`src/rtl/ob_pkg.sv`:
```
// rtl/ob_pkg.sv - shared types for the market-order table and its command scheduler
package ob_pkg;

    typedef logic [7:0]  uid_t;
    typedef logic [15:0] quantity_t;
    typedef logic [15:0] price_t;
    typedef logic [19:0] accum_quantity_t;

    typedef struct packed {
        uid_t      uid;
        price_t    price;
        quantity_t qty;
    } table_t;

    typedef enum logic [1:0] {
        OP_INSERT = 2'd0,
        OP_CANCEL = 2'd1,
        OP_QUERY  = 2'd2,
        OP_RSVD   = 2'd3
    } sched_op_t;

    typedef enum logic [1:0] {
        ST_OK      = 2'd0,
        ST_FULL    = 2'd1,
        ST_MISS    = 2'd2,
        ST_TIMEOUT = 2'd3
    } sched_status_t;

    typedef enum logic [1:0] {
        S_IDLE     = 2'd0,
        S_ISSUE    = 2'd1,
        S_QRY_WAIT = 2'd2,
        S_RESP     = 2'd3
    } sched_state_t;

endpackage

```
`src/rtl/ob_mk_table_sched_arb.sv`:
```
// rtl/ob_mk_table_sched_arb.sv - two-way round-robin arbiter, pointer favours requester 0 out of reset
module ob_mk_table_sched_arb (
    input  logic       clk_i,
    input  logic       rst_i,
    input  logic [1:0] vld_i,
    input  logic       en_i,
    output logic [1:0] gnt_o
);

    logic prefer_b_q;

    always_comb begin
        gnt_o = 2'b00;
        if (en_i) begin
            if (vld_i == 2'b11) begin
                gnt_o = prefer_b_q ? 2'b10 : 2'b01;
            end else begin
                gnt_o = vld_i;
            end
        end
    end

    // After a grant to A, B becomes the preferred side and vice versa.
    always_ff @(posedge clk_i or posedge rst_i) begin
        if (rst_i) begin
            prefer_b_q <= 1'b0;
        end else if (|gnt_o) begin
            prefer_b_q <= gnt_o[0];
        end
    end

endmodule

```
`src/rtl/ob_mk_table_sched.sv`:
```
// rtl/ob_mk_table_sched.sv - order-table command scheduler; OB_MK_TABLE_SCHED_QRY_TIMEOUT_EN adds a query timeout
module ob_mk_table_sched
    import ob_pkg::*;
#(
    parameter int N           = 16,
    parameter int QRY_TIMEOUT = 64
) (
    input  logic            clk,
    input  logic            rst,
    input  logic            a_vld,
    output logic            a_rdy,
    input  sched_op_t       a_op,
    input  table_t          a_tbl,
    input  logic            b_vld,
    output logic            b_rdy,
    input  sched_op_t       b_op,
    input  table_t          b_tbl,
    input  logic            head_busy,
    output logic            head_lock,
    input  logic            tbl_full_w,
    output logic            tbl_insert,
    output table_t          tbl_insert_tbl,
    output logic            tbl_cancel,
    output uid_t            tbl_cancel_uid,
    input  logic            tbl_cancel_hit_w,
    input  table_t          tbl_cancel_hit_tbl_w,
    output logic            tbl_qry_vld,
    input  logic            tbl_qry_rsp_vld_r,
    input  accum_quantity_t tbl_qry_rsp_qty_r,
    output logic            rsp_vld,
    output logic            rsp_src,
    output logic [1:0]      rsp_status,
    output table_t          rsp_tbl,
    output accum_quantity_t rsp_qty
);

    if (N < 1 || QRY_TIMEOUT < 1) begin : g_param_chk
        $error("ob_mk_table_sched: N and QRY_TIMEOUT must be positive");
    end

    sched_state_t    state_q, state_d;
    sched_op_t       op_q, op_d, cmd_op;
    sched_status_t   st_q, st_d;
    table_t          pl_q, pl_d, cmd_tbl, rtbl_q, rtbl_d;
    accum_quantity_t rqty_q, rqty_d;
    logic            src_q, src_d, full_q;
    logic            ins_q, ins_d, canc_q, canc_d, qry_q, qry_d;
    logic [1:0]      gnt;
    logic            accept_en, accept;

`ifdef OB_MK_TABLE_SCHED_QRY_TIMEOUT_EN
    localparam int CNT_W = $clog2(QRY_TIMEOUT + 1);
    logic [CNT_W-1:0] cnt_q, cnt_d;
`endif

    // Grants are gated by rst so a_rdy/b_rdy stay low while reset is held.
    assign accept_en = (state_q == S_IDLE) && !head_busy && !rst;

    ob_mk_table_sched_arb u_arb (
        .clk_i (clk),
        .rst_i (rst),
        .vld_i ({b_vld, a_vld}),
        .en_i  (accept_en),
        .gnt_o (gnt)
    );

    assign a_rdy   = gnt[0];
    assign b_rdy   = gnt[1];
    assign accept  = |gnt;
    assign cmd_op  = gnt[1] ? b_op  : a_op;
    assign cmd_tbl = gnt[1] ? b_tbl : a_tbl;

    always_comb begin
        state_d = state_q;
        op_d    = op_q;
        st_d    = st_q;
        pl_d    = pl_q;
        src_d   = src_q;
        rtbl_d  = rtbl_q;
        rqty_d  = rqty_q;
        ins_d   = 1'b0;
        canc_d  = 1'b0;
        qry_d   = 1'b0;
`ifdef OB_MK_TABLE_SCHED_QRY_TIMEOUT_EN
        cnt_d   = cnt_q;
`endif
        case (state_q)
            S_IDLE: begin
                if (accept) begin
                    src_d  = gnt[1];
                    op_d   = cmd_op;
                    pl_d   = cmd_tbl;
                    rtbl_d = '0;
                    rqty_d = '0;
                    st_d   = ST_OK;
                    case (cmd_op)
                        OP_INSERT: begin
                            if (full_q) begin
                                st_d    = ST_FULL;
                                state_d = S_RESP;
                            end else begin
                                ins_d   = 1'b1;
                                state_d = S_ISSUE;
                            end
                        end
                        OP_CANCEL: begin
                            canc_d  = 1'b1;
                            state_d = S_ISSUE;
                        end
                        OP_QUERY: begin
                            qry_d   = 1'b1;
                            state_d = S_ISSUE;
                        end
                        default: begin
                            st_d    = ST_MISS;
                            state_d = S_RESP;
                        end
                    endcase
                end
            end
            S_ISSUE: begin
                state_d = S_RESP;
                if (op_q == OP_CANCEL) begin
                    st_d   = tbl_cancel_hit_w ? ST_OK : ST_MISS;
                    rtbl_d = tbl_cancel_hit_w ? tbl_cancel_hit_tbl_w : '0;
                end else if (op_q == OP_QUERY) begin
                    state_d = S_QRY_WAIT;
`ifdef OB_MK_TABLE_SCHED_QRY_TIMEOUT_EN
                    cnt_d   = '0;
`endif
                end
            end
            S_QRY_WAIT: begin
                if (tbl_qry_rsp_vld_r) begin
                    rqty_d  = tbl_qry_rsp_qty_r;
                    st_d    = ST_OK;
                    state_d = S_RESP;
`ifdef OB_MK_TABLE_SCHED_QRY_TIMEOUT_EN
                end else if (cnt_q == CNT_W'(QRY_TIMEOUT)) begin
                    rqty_d  = '0;
                    st_d    = ST_TIMEOUT;
                    state_d = S_RESP;
                end else begin
                    cnt_d   = cnt_q + 1'b1;
`endif
                end
            end
            default: state_d = S_IDLE;
        endcase
    end

    always_ff @(posedge clk or posedge rst) begin
        if (rst) begin
            state_q <= S_IDLE;
            op_q    <= OP_INSERT;
            st_q    <= ST_OK;
            pl_q    <= '0;
            src_q   <= 1'b0;
            rtbl_q  <= '0;
            rqty_q  <= '0;
            full_q  <= 1'b0;
            ins_q   <= 1'b0;
            canc_q  <= 1'b0;
            qry_q   <= 1'b0;
`ifdef OB_MK_TABLE_SCHED_QRY_TIMEOUT_EN
            cnt_q   <= '0;
`endif
        end else begin
            state_q <= state_d;
            op_q    <= op_d;
            st_q    <= st_d;
            pl_q    <= pl_d;
            src_q   <= src_d;
            rtbl_q  <= rtbl_d;
            rqty_q  <= rqty_d;
            full_q  <= tbl_full_w;
            ins_q   <= ins_d;
            canc_q  <= canc_d;
            qry_q   <= qry_d;
`ifdef OB_MK_TABLE_SCHED_QRY_TIMEOUT_EN
            cnt_q   <= cnt_d;
`endif
        end
    end

    // Queries hold the lock from accept through RESP; a timed-out query has already let go.
    always_comb begin
        head_lock = 1'b0;
        case (state_q)
            S_IDLE:              head_lock = accept && (cmd_op == OP_QUERY);
            S_ISSUE, S_QRY_WAIT: head_lock = 1'b1;
            S_RESP:              head_lock = (op_q == OP_QUERY) && (st_q != ST_TIMEOUT);
            default:             head_lock = 1'b0;
        endcase
    end

    assign tbl_insert     = ins_q;
    assign tbl_cancel     = canc_q;
    assign tbl_qry_vld    = qry_q;
    assign tbl_insert_tbl = pl_q;
    assign tbl_cancel_uid = pl_q.uid;

    assign rsp_vld    = (state_q == S_RESP);
    assign rsp_src    = rsp_vld ? src_q  : 1'b0;
    assign rsp_status = rsp_vld ? st_q   : ST_OK;
    assign rsp_tbl    = rsp_vld ? rtbl_q : '0;
    assign rsp_qty    = rsp_vld ? rqty_q : '0;

endmodule

```
`config.mk`:
```
export PLATFORM = sky130hd
export DESIGN_NAME = ob_mk_table_sched
export DESIGN_NICKNAME = d
export VERILOG_FILES = /design/src/rtl/ob_pkg.sv /design/src/rtl/ob_mk_table_sched_arb.sv /design/src/rtl/ob_mk_table_sched.sv
export SDC_FILE = /design/constraint.sdc
export NUM_CORES = 1
export LEC_CHECK = 0
export ABC_AREA = 0
export BUFFER_PORTS_ARGS = -buffer_cell sky130_fd_sc_hd__buf_2
export CAP_MARGIN = 10
export CORE_MARGIN = 10
export CORE_UTILIZATION = 43
export CTS_CLUSTER_SIZE = 40
export DETAILED_ROUTE_END_ITERATION = 8
export PLACE_DENSITY = 0.77
export SLEW_MARGIN = 30
export SYNTH_ARGS = -nofsm -noshare
export SYNTH_HDL_FRONTEND = slang
export SYNTH_SLANG_ARGS = --single-unit
```
`constraint.sdc`:
```
create_clock -name clk -period 3.68 [get_ports clk]
set_input_delay 0.736 -clock clk [delete_from_list [all_inputs] [get_ports clk]]
set_output_delay 0.736 -clock clk [all_outputs]
set_load 0.01 [all_outputs]
```
# Word-level counts from Yosys, hierarchy flattened

Cells that the tools add are included.

Flip-flop bits (word level): 112
Input port bits: 152
Output and inout port bits: 118

Equality and inequality tests: 12
Mux-type cells: 41
Reduce and logical (&&, ||, !) cells: 19

Operators by type and width:

| cell                                                | number |
|---|---|
| 2-to-1 mux 40 bit                                   | 5 |
| one-hot mux 40 bit (2 select lines)                 | 1 |
| 2-to-1 mux 20 bit                                   | 3 |
| one-hot mux 20 bit (2 select lines)                 | 1 |
| 2-to-1 mux 2 bit                                    | 12 |
| 2-to-1 mux 1 bit                                    | 14 |
| one-hot mux 2 bit (3 select lines)                  | 2 |
| equality test 2 bit, second input constant          | 5 |
| != test 2 bit, second input constant                | 4 |
| one-hot mux 2 bit (2 select lines)                  | 2 |
| equality test 2 x 1 -> 1 bit, second input constant | 3 |
| AND reduction 3 bit                                 | 2 |
| OR reduction 2 bit                                  | 3 |
| logical AND 1 bit                                   | 4 |
| zero test 2 bit                                     | 2 |
| AND reduction 2 bit                                 | 2 |
| AND reduction 4 bit                                 | 1 |
| nonzero test 2 bit                                  | 2 |
| one-hot mux 1 bit (3 select lines)                  | 1 |
| nonzero test 3 bit                                  | 1 |
| zero test 1 bit                                     | 2 |

# Logic depth before layout (Yosys ltp)

Gate-level depths: netlist of run 1.

Word-level depth: 10
Depth in mapped cells: 10
Mapped depth without buffers: 9

# Cells and area by module

A second synthesis of run 1 with hierarchy kept.

Cell total of the unflattened synthesis: 510
Area total of the unflattened synthesis: 5,592.9 um2

Modules (own cells, without submodules):

| module                | times used | cells an instance | area each (um2) | sequential area each (um2) |
|---|---|---|---|---|
| ob_mk_table_sched     | 1          | 501               | 5,527.8         | 2,777.7 |
| ob_mk_table_sched_arb | 1          | 9                 | 65.1            | 25.0 |

# Worst setup path before layout of run 1

No wires, ideal clock.

Path kind: input to output
Start point: in head_busy
End point: out head_lock
Data arrival time: 2.145 ns
Data required time: 2.944 ns
Slack: 0.799 ns
Stages: 7
Path through: or3b_4 -> or2_1 -> buf_6 -> mux2i_1 -> ha_1 -> nand2_1 -> a21oi_1

Longest elaborated chain between the ends: 8
Elaborated cells on any way between the ends: 9
Those cells by class: eq/ne (1); mux (3); reduce/logical (5)

RTL lines:

| item                                 | RTL line                    | source |
|---|---|---|
| start, declared                      | ob_mk_table_sched.sv:18     | `input logic head_busy,` |
| zero test 1 bit *                    | ob_mk_table_sched.sv:57     | `assign accept_en = (state_q == S_IDLE) && !head_busy && !rst;` |
| logical AND 1 bit * (2 in a row)     | ob_mk_table_sched.sv:57     |  |
| 2-to-1 mux 2 bit *                   | ob_mk_table_sched_arb.sv:14 | `if (en_i) begin` |
| 2-to-1 mux 2 bit                     | ob_mk_table_sched.sv:70     | `assign cmd_op = gnt[1] ? b_op : a_op;` |
| equality test 2 bit                  | ob_mk_table_sched.sv:190    | `S_IDLE: head_lock = accept && (cmd_op == OP_QUERY);` |
| logical AND 1 bit *                  | ob_mk_table_sched.sv:190    |  |
| one-hot mux 1 bit (3 select lines) * | ob_mk_table_sched.sv:189    | `case (state_q)` |
| end, declared                        | ob_mk_table_sched.sv:19     | `output logic head_lock,` |

Every way passes the cells marked *; elsewhere a longest branch is shown, timed or not.

# Final worst setup path of run 1

Start point: reg state_q[1]
End point: out head_lock

Longest elaborated chain between the ends: 8
Elaborated cells on any way between the ends: 13
Those cells by class: eq/ne (4); mux (3); reduce/logical (6)

RTL lines:

| item                               | RTL line                    | source |
|---|---|---|
| start, declared                    | ob_mk_table_sched.sv:41     | `sched_state_t state_q, state_d;` |
| start signal, assigned             | ob_mk_table_sched.sv:169    | `state_q <= state_d;` |
| zero test 2 bit                    | ob_mk_table_sched.sv:57     |  |
| logical AND 1 bit (2 in a row)     | ob_mk_table_sched.sv:57     |  |
| 2-to-1 mux 2 bit                   | ob_mk_table_sched_arb.sv:14 |  |
| 2-to-1 mux 2 bit                   | ob_mk_table_sched.sv:70     |  |
| net cmd_op[1]                      | ob_mk_table_sched.sv:42     | `sched_op_t op_q, op_d, cmd_op;` |
| equality test 2 bit                | ob_mk_table_sched.sv:190    |  |
| logical AND 1 bit                  | ob_mk_table_sched.sv:190    |  |
| one-hot mux 1 bit (3 select lines) | ob_mk_table_sched.sv:189    |  |

The timed path passes the listed nets, and every way through them passes these cells.

==> flow_summary.ini, run 1 <==
[die]
die_w_um = 136.2
die_y_um = 136.2
die_area_mm2 = 0.01854
core_mm2 = 0.01324
num_rows = 42
io_pins = 270
initial_utilization_pct = 43.81

[synth]
ys_top_cells_by_count = dfrtp_1, and2_1, nor2_1, mux2i_1, a21oi_1
yosysWarnings = 0
synth_simple_gate_area_share_pct = 20.92
yosysTopAreaCellShare_pct = 48.31
synth_top_family_by_area = simple AND/OR/NAND/NOR gates
syn_nets = 738
muxShareOfSynthArea_pct = 16.26
synth-adder-area-share_pct = 1.941
yosysSeqAreaShare_pct = 48.31
synth_edf_count = 0
synthCells = 577
synth_compound_area_share_pct = 7.332
syn-mean-instance-area_um2 = 10.06
synth.distinct_cells = 35
synth_area_leaders = dfrtp_1, mux2_2, mux2i_1
netlist_area_mm2 = 0.005802
yosysMostFrequentCell = dfrtp_1
synth-main-ff-cell = dfrtp_1
ys_seq_elements = 112
synthXorXnorAreaFrac_pct = 0
async_reset_ff_share_pct = 100.0
synth.largest_area_cell = dfrtp_1

[placement]
hpwl_um = 12920
gp_congestion = 0.7957
port_buffers = 269
placed_area_mm2 = 0.007236

[layout]
diodes = 0
nFillCells = 1169
drive_gt1_share_pct = 42.82
syn2layout_area_growth_pct = 32.15
layout.nets = 978
postLayoutCellArea_mm2 = 0.007667

[routing]
wirelength_um = 17210
vias = 5067
via_per_inst = 5.077
drc = 0
dr.pass1.iters = 4
ant_nets = 0
drt_iter0_drc = 186
wl_per_cell_um = 17.24

[sta]
rsz0062_at_grt = no
finalMaxSlewViolations = 0
fin_crit_ps = 3435
fin_tns_setup_ps = 0
finalSetupViolCount = 0
fin_crit_sh_pct = 93.34
hold_viol_final = 0
fmax_ghz = 0.2911
finClkSkew_ps = 4.952
slew_headroom_pct = 46.64
worst_pin_slew_ps = 800.4

[flow_run]
drv_cap = 0

[cts]
clkTransAtPathRegs_ps = 70
cts-buffers-inserted = 9
root_buffer = clkbuf_16
htree_levels = 3
cts_buffer_depth = 2
cts-hold-fix-buffers = 0
clk_latency_ps = 350
cts_tree = yes
cts_num_sinks = 112
cts_resized = 0
cts_setup_buffers = 0

[power_and_ir_drop]
power_mw = 5.788
powerDensity_mw_per_mm2 = 754.9
leakage_nw = 4.280
worst_ir_drop_vdd_uv = 390.3

[setup_path]
worstSetupPathType = flip-flop to output pin
critPathLaunchType = flip-flop
crit_fanout = 7
startpoint = state_q[1]
worstReg2RegStart = state_q[1]
end_kind = output pin
crit_required_ps = 2940
arrival_ps = 2700

[global_route]
antenna_found_initial = 0
grt_overflow = 0
grt_max_degree = 87
grt_pass1_vias = 5258
grt_util_all_layers_pct = 18.09
grt_pass1_wl_um = 27170

[outcome]
status = completed

[worst_hold_path]
hold_path_class = primary input to asynchronous set/reset pin
## cells in the final DEF, fill, tap and decap left out, drive strengths merged, types with 2 or more instances in the layout
master    n
and2     63
nand4    20
a21oi    44
nor2     48
buf     282
inv       9
mux2     44
ha        9
nand2b    4
a211oi    2
and3     40
nor3      2
nand2    24
bufinv    5
clkbuf   11
nand3    21
dfrtp   112
o21ai    26
mux2i    44
## final timing paths
kind | endpoint | slack, ps | cells past startpoint
worst max register to register | st_q[1] | 1120 | 9
max in group asynchronous | rtbl_q[11] | 2390 | 4
worst min register to register | rqty_q[4] | 490 | 2
worst max-delay path | head_lock | 240 | 9
worst min-delay path | rqty_q[15] | 380 | 2
min in group clk | rqty_q[4] | 490 | 2
## cells by family after synthesis
family | Yosys count
and+or+nand+nor | 226
DFF | 112
muxes | 88
AOI/OAI and AO/OA | 79
buffers and inverters | 63
adders and majority gates | 9
## layout make-up
| type | instances | area, um^2 | area share, % |
|---|---|---|---|
| sequential | 112 | 2803 | 36.55 |
| multi-input combinational | 402 | 2731 | 35.62 |
| timing repair buffer | 282 | 1469 | 19.16 |
| clock buffer | 11 | 252.7 | 3.296 |
| tap | 176 | 220.2 | 2.872 |
| clock inverter | 5 | 150.1 | 1.958 |
| inverter | 10 | 41.29 | 0.5385 |
## power breakdown
| part | internal (mW) | leakage, nW | switching (mW) | total, mW |
|---|---|---|---|---|
| logic | 1.04 | 2.67 | 1.33 | 2.37 |
| registers | 1.81 | 1.41 | 0.320 | 2.13 |
| clock network | 0.840 | 0.196 | 0.447 | 1.29 |
| total | 3.69 | 4.28 | 2.10 | 5.79 |
## critical path: stages, from the launching register on
cell and delay [ps]:
dfrtp_1 410, inv_1 120, ha_2 250, or3b_4 430, or2_4 320, mux2_4 320
ha_1 180, nand2_1 80, a21oi_1 70, buf_2 160
## layer usage
layer / global-route usage (%) / vias to the layer above / part of all wire [%]
li1: - / 2464 / -
met5: 0 / - / 0
met2: 29.32 / 209 / 47
met4: 7.278 / 0 / 2.4
met1: 20.92 / 2365 / 40
met3: 7.269 / 29 / 10
## sequential cells by signal, indices dropped and copies added, names as in the netlist, 2 cells and up
signal          count
rqty_q             20
state_q             2
st_q                2
tbl_insert_tbl     32
rtbl_q             40
tbl_cancel_uid      8
op_q                2
## metrics by stage
| step | worst slack, ps | hold slack (ps) | std cells | utilization (%) |
|---|---|---|---|---|
| global route | 44.37 | 381.6 | 998 | 57.90 |
| detailed placement | 419.6 | 479.3 | 981 | 54.64 |
| global placement | 473.8 | 469.2 | 981 | 54.64 |
| finish | 245.0 | 375.8 | 998 | 57.90 |
| CTS | 48.48 | 485.9 | 997 | 57.68 |
| floorplan | 799.4 | 456.3 | 577 | - |
Power figures use the tool's default switching activity.
==> inputs of run 2 (changes only) <==
--- a/config.mk
+++ b/config.mk
@@ -9,10 +9,11 @@
 export BUFFER_PORTS_ARGS = -buffer_cell sky130_fd_sc_hd__buf_2
 export CAP_MARGIN = 10
 export CORE_MARGIN = 10
-export CORE_UTILIZATION = 43
+export CORE_UTILIZATION = 44
+export CTS_BUF_LIST = sky130_fd_sc_hd__clkbuf_4
 export CTS_CLUSTER_SIZE = 40
 export DETAILED_ROUTE_END_ITERATION = 8
-export PLACE_DENSITY = 0.77
+export PLACE_DENSITY = 0.78
 export SLEW_MARGIN = 30
 export SYNTH_ARGS = -nofsm -noshare
 export SYNTH_HDL_FRONTEND = slang
==> run 2 against run 1 <==
Routed wire length increased by 1.3%. Count of clock-buffer cells in the layout decreased by 1. Via count decreased by 0.45%. Largest cell class unchanged. Largest power group unchanged.
==> flow_summary.ini, run 2 (synthesized netlist as in run 1, its figures left out) <==
[sta]
setup_slack_ps = 161.8
fin_crit_ps = 3518
slew_headroom_pct = 47.77
finalSetupViolCount = 0
rsz0062_at_grt = no
worst_pin_slew_ps = 783.4
finClkSkew_ps = 16.32
fin_tns_setup_ps = 0
fmax_ghz = 0.2842
fin_crit_sh_pct = 95.60
finalMaxSlewViolations = 0
hold_viol_final = 0
hold_ws_ps = 343.0

[routing]
ant_nets = 0
drt_iter0_drc = 272
dr.pass1.iters = 4
wl_per_cell_um = 17.55
drc = 0
vias = 5044
via_per_inst = 5.080
wirelength_um = 17430

[layout]
final_common_cell = buf_2
top_register = rtbl_q
syn2layout_area_growth_pct = 27.45
instances_no_fill = 993
layout.nets = 977
layout_common_cells = buf_2, dfrtp_1, and2_1
largest_register_ff_count = 40
diodes = 0
drive_gt1_share_pct = 42.75
postLayoutCellArea_mm2 = 0.007395

[placement]
placed_area_mm2 = 0.007226
hpwl_um = 13210
pre_cts_slack_ps = 416.6
dp.cells = 976
port_buffers = 269
gp_congestion = 0.8273

[die]
initial_utilization_pct = 45.42
die_y_um = 134.8
io_pins = 270
core_mm2 = 0.01277
die_area_mm2 = 0.01818
die_w_um = 134.8
num_rows = 41

[flow_run]
drv_cap = 0

[power_and_ir_drop]
worst_ir_drop_vdd_uv = 375.2
powerDensity_mw_per_mm2 = 694.2
leakage_nw = 4.150

[setup_path]
end_kind = output pin
crit_required_ps = 2940
critPathLaunchType = flip-flop
crit_fanout = 7
worstSetupPathType = flip-flop to output pin
arrival_ps = 2780
regToRegSetupSlack_ps = 1170

[cts]
cts_tree = yes
cts_buffer_depth = 2
cts_num_sinks = 112
clkTransAtPathRegs_ps = 170
root_buffer = clkbuf_4
cts-buffers-inserted = 9
htree_levels = 3
clk_latency_ps = 480

[worst_hold_path]
hold_path_class = primary input to flip-flop

[global_route]
antenna_found_initial = 0
grt_pass1_wl_um = 27590
grt_pass1_vias = 5270
grt_util_all_layers_pct = 18.69
grt_overflow = 0
grt_max_degree = 87

[outcome]
status = completed
[run 2: path summary, 6_finish.rpt]
| path | cells past startpoint | end | startpoint |
|---|---|---|---|
| min | 1 | full_q | tbl_full_w |
| min reg2reg | 2 | rqty_q[17] | rqty_q[17] |
| max in group asynchronous | 3 | rtbl_q[19] | rst |
| max | 9 | head_lock | state_q[0] |
| min in group asynchronous | 2 | tbl_insert_tbl[9] | rst |
| max reg2reg | 9 | st_q[1] | state_q[0] |
[run 2: per-stage QoR]
stage | utilization, % | power (mW)
2_1_floorplan | - | 3.706
3_3_place_gp | 56.55 | 4.462
3_5_place_dp | 56.57 | 4.550
4_1_cts | 57.76 | 5.192
5_1_grt | 57.89 | 5.535
6_report | 57.89 | 5.133
[run 2: area by class of cell]
cell class | instances | area, um^2
tap | 172 | 215.2
clock buffer | 10 | 75.07
fill | 1132 | 5379
multi-input combinational | 402 | 2753
timing repair buffer | 281 | 1449
sequential | 112 | 2803
inverter | 10 | 41.29
clock inverter | 6 | 58.81
[run 2: metal layers]
metal	part of all wire, %	up-vias	GRT usage, %
met2	48	203	30.81
met5	0	-	0
met4	1.2	0	5.865
met1	41	2372	21.65
li1	-	2456	-
met3	10	13	7.678
[run 2: timing repair]
| action | in CTS | in global routing |
|---|---|---|
| hold buffers | 0 | 0 |
| endpoints found under the setup margin | 1 | 1 |
| buffers inserted | 0 | 1 |
| resized for setup | 4 | 2 |
| hold endpoints to repair | 0 | 0 |
| pin swaps | 0 | 1 |
[run 2: critical path, cell delays in order (launching register included)]
cell and delay [ps]:
dfrtp_1 450, inv_2 110, ha_4 190, or3b_4 420
or2_4 310, mux2_4 320, ha_1 170, nand2_1 90
a21oi_1 80, buf_2 150
[run 2: power by group]
part	switching, mW	internal, mW
Combinational	1.35	1.05
Sequential	0.321	1.80
Clock	0.402	0.212
==> inputs of run 3 (changes only) <==
--- a/config.mk
+++ b/config.mk
@@ -8,12 +8,12 @@
 export ABC_AREA = 0
 export BUFFER_PORTS_ARGS = -buffer_cell sky130_fd_sc_hd__buf_2
 export CAP_MARGIN = 10
-export CORE_MARGIN = 10
-export CORE_UTILIZATION = 44
+export CORE_MARGIN = 1.5
+export CORE_UTILIZATION = 52
 export CTS_BUF_LIST = sky130_fd_sc_hd__clkbuf_4
 export CTS_CLUSTER_SIZE = 40
 export DETAILED_ROUTE_END_ITERATION = 8
-export PLACE_DENSITY = 0.78
+export PLACE_DENSITY = 0.87
 export SLEW_MARGIN = 30
 export SYNTH_ARGS = -nofsm -noshare
 export SYNTH_HDL_FRONTEND = slang
==> constraint.sdc (replaced) <==
create_clock -name clk -period 4.52 [get_ports clk]
set_input_delay 0.904 -clock clk [delete_from_list [all_inputs] [get_ports clk]]
set_output_delay 0.904 -clock clk [all_outputs]
set_load 0.01 [all_outputs]
==> run 3 against run 2 <==
Final area shrank 1.5%. Count of clock-buffer cells in the layout is the same. Critical endpoint unchanged. Clock skew grew 3.7 ps. Non-clock buffer count shrank 5. Sequential share of layout area grew 0.59 points. Combinational power shrank 22%. Critical path type unchanged. Hold slack gained 170 ps. Largest cell class unchanged. Sequential power shrank 18%. Clock power shrank 25%.
==> flow_summary.ini, run 3 (synthesized netlist as in run 1, its figures left out) <==
[layout]
diodes = 0
seqCellArea_mm2 = 0.002803
final_common_cell = buf_2
top_register = rtbl_q
largest_register_ff_count = 40
nFillCells = 880
syn2layout_area_growth_pct = 25.51
layout.nets = 972
multi_input_area_mm2 = 0.002728
layout_common_cells = buf_2, dfrtp_1, and2_1
drive_gt1_share_pct = 42.16

[cts]
cts_tree = yes
cts_buffer_depth = 2
root_buffer = clkbuf_4
cts_num_sinks = 112
clk_latency_ps = 440
clkTransAtPathRegs_ps = 170
htree_levels = 3
cts_setup_buffers = 0
cts-buffers-inserted = 9
cts-hold-fix-buffers = 0
cts_resized = 0

[power_and_ir_drop]
seqPwrFrac_pct = 42.5
clock_power_share_pct = 11.4
leakage_nw = 4.131
worst_ir_drop_vdd_uv = 367.2
combPwrFrac_pct = 46.1
p_switching_mw = 1.655
powerDensity_mw_per_mm2 = 559.2
p_sw_share_pct = 40.64
power_mw = 4.072
p_int_mw = 2.417

[setup_path]
critPathLaunchType = flip-flop
slowest_delay_ps = 460
r2r_end = st_q[1]
cp_slowest_cell = or3b_4
crit_family = simple AND/OR/NAND/NOR gates
end_kind = output pin
worstSetupPathType = flip-flop to output pin
cpMostUsedCell = ha_1
reg2regPathDepth = 6
path_cells = inv_1, ha_1, or3b_4, or2_1, mux2_4, ha_1, nand2_1, a21oi_1, buf_2
crit_fanout = 7
crit_buf_inv = 2
regToRegSetupSlack_ps = 1620
arrival_ps = 3000
crit_required_ps = 3620
worstReg2RegStart = state_q[0]

[outcome]
status = completed

[sta]
fin_crit_sh_pct = 86.37
hold_ws_ps = 513.5
finClkSkew_ps = 20.04
fin_tns_setup_ps = 0
rsz0062_at_grt = no
slew_headroom_pct = 34.64
fmax_ghz = 0.2561
hold_viol_final = 0
worst_pin_slew_ps = 976.0
finalMaxSlewViolations = 0
fin_crit_ps = 3904
finalSetupViolCount = 0

[die]
core_mm2 = 0.01084
die_area_mm2 = 0.01180
die_w_um = 108.6
initial_utilization_pct = 53.52
io_pins = 270
die_y_um = 108.6
num_rows = 38

[worst_hold_path]
min_to = rqty_q[1]
hold_depth = 2
holdCritStartpoint = rqty_q[1]
hold_path_class = flip-flop to flip-flop

[routing]
via_per_inst = 5.226
wl_per_cell_um = 15.04
ant_nets = 0
vias = 4996
drc = 0
wirelength_um = 14380
drt_iter0_drc = 312
dr.pass1.iters = 4

[placement]
port_buffers = 269
gp_congestion = 0.7995
hpwl_um = 10550

[flow_run]
drv_cap = 0

[global_route]
antenna_found_initial = 0
grt_max_degree = 87
grt_util_all_layers_pct = 24.31
grt_pass1_vias = 4752
grt_pass1_wl_um = 22400
grt_overflow = 0
run 3: layout make-up:
type | count | area share, %
clock inverters | 6 | 0.6873
multi-input cells | 402 | 37.46
clock buffers | 10 | 1.031
inverters | 10 | 0.5498
flip-flops and latches | 112 | 38.49
repair buffers | 276 | 19.38
well taps | 140 | 2.405
run 3: tightest hold or removal path, stage by stage (launching register included):
cell and delay [ps]:
dfrtp_1 380, nand2_1 50, nand3_1 60
run 3: power groups by stage:
stage	clock (mW)	sequential [mW]	combinational, mW
finish	0.464	1.73	1.88
global route	0.517	1.79	2.06
CTS	0.485	1.73	1.91
detailed placement	0	1.75	1.90
global placement	0	1.72	1.85
floorplan	0	1.77	1.24
run 3: how the worst max path moves through the flow:
stage	end	slack, ps	startpoint	cells past startpoint
3_3_place_gp	head_lock	980	rst	8
5_1_grt	head_lock	360	state_q[0]	9
4_1_cts	head_lock	580	state_q[0]	9
6_report	head_lock	620	state_q[1]	9
2_1_floorplan	full_q	660	rst	1
3_5_place_dp	head_lock	940	rst	8
run 3: metal layers:
metal / track usage (%) / share of wire [%] / vias up
li1: - / - / 2450
met1: 29.48 / 42 / 2352
met2: 43.80 / 51 / 180
met3: 5.559 / 5.8 / 14
met4: 5.827 / 1.1 / 0
met5: 0 / 0 / -
run 3: through the flow:
stage,cell area [um^2],util (%),setup WS (ps),instances
after floorplan,5802,-,657.0,577
after global placement,7154,66.00,980.3,940
after detailed placement,7157,66.02,939.8,940
after CTS,7282,67.17,576.8,956
after global routing,7282,67.17,361.4,956
final,7282,67.17,615.9,956
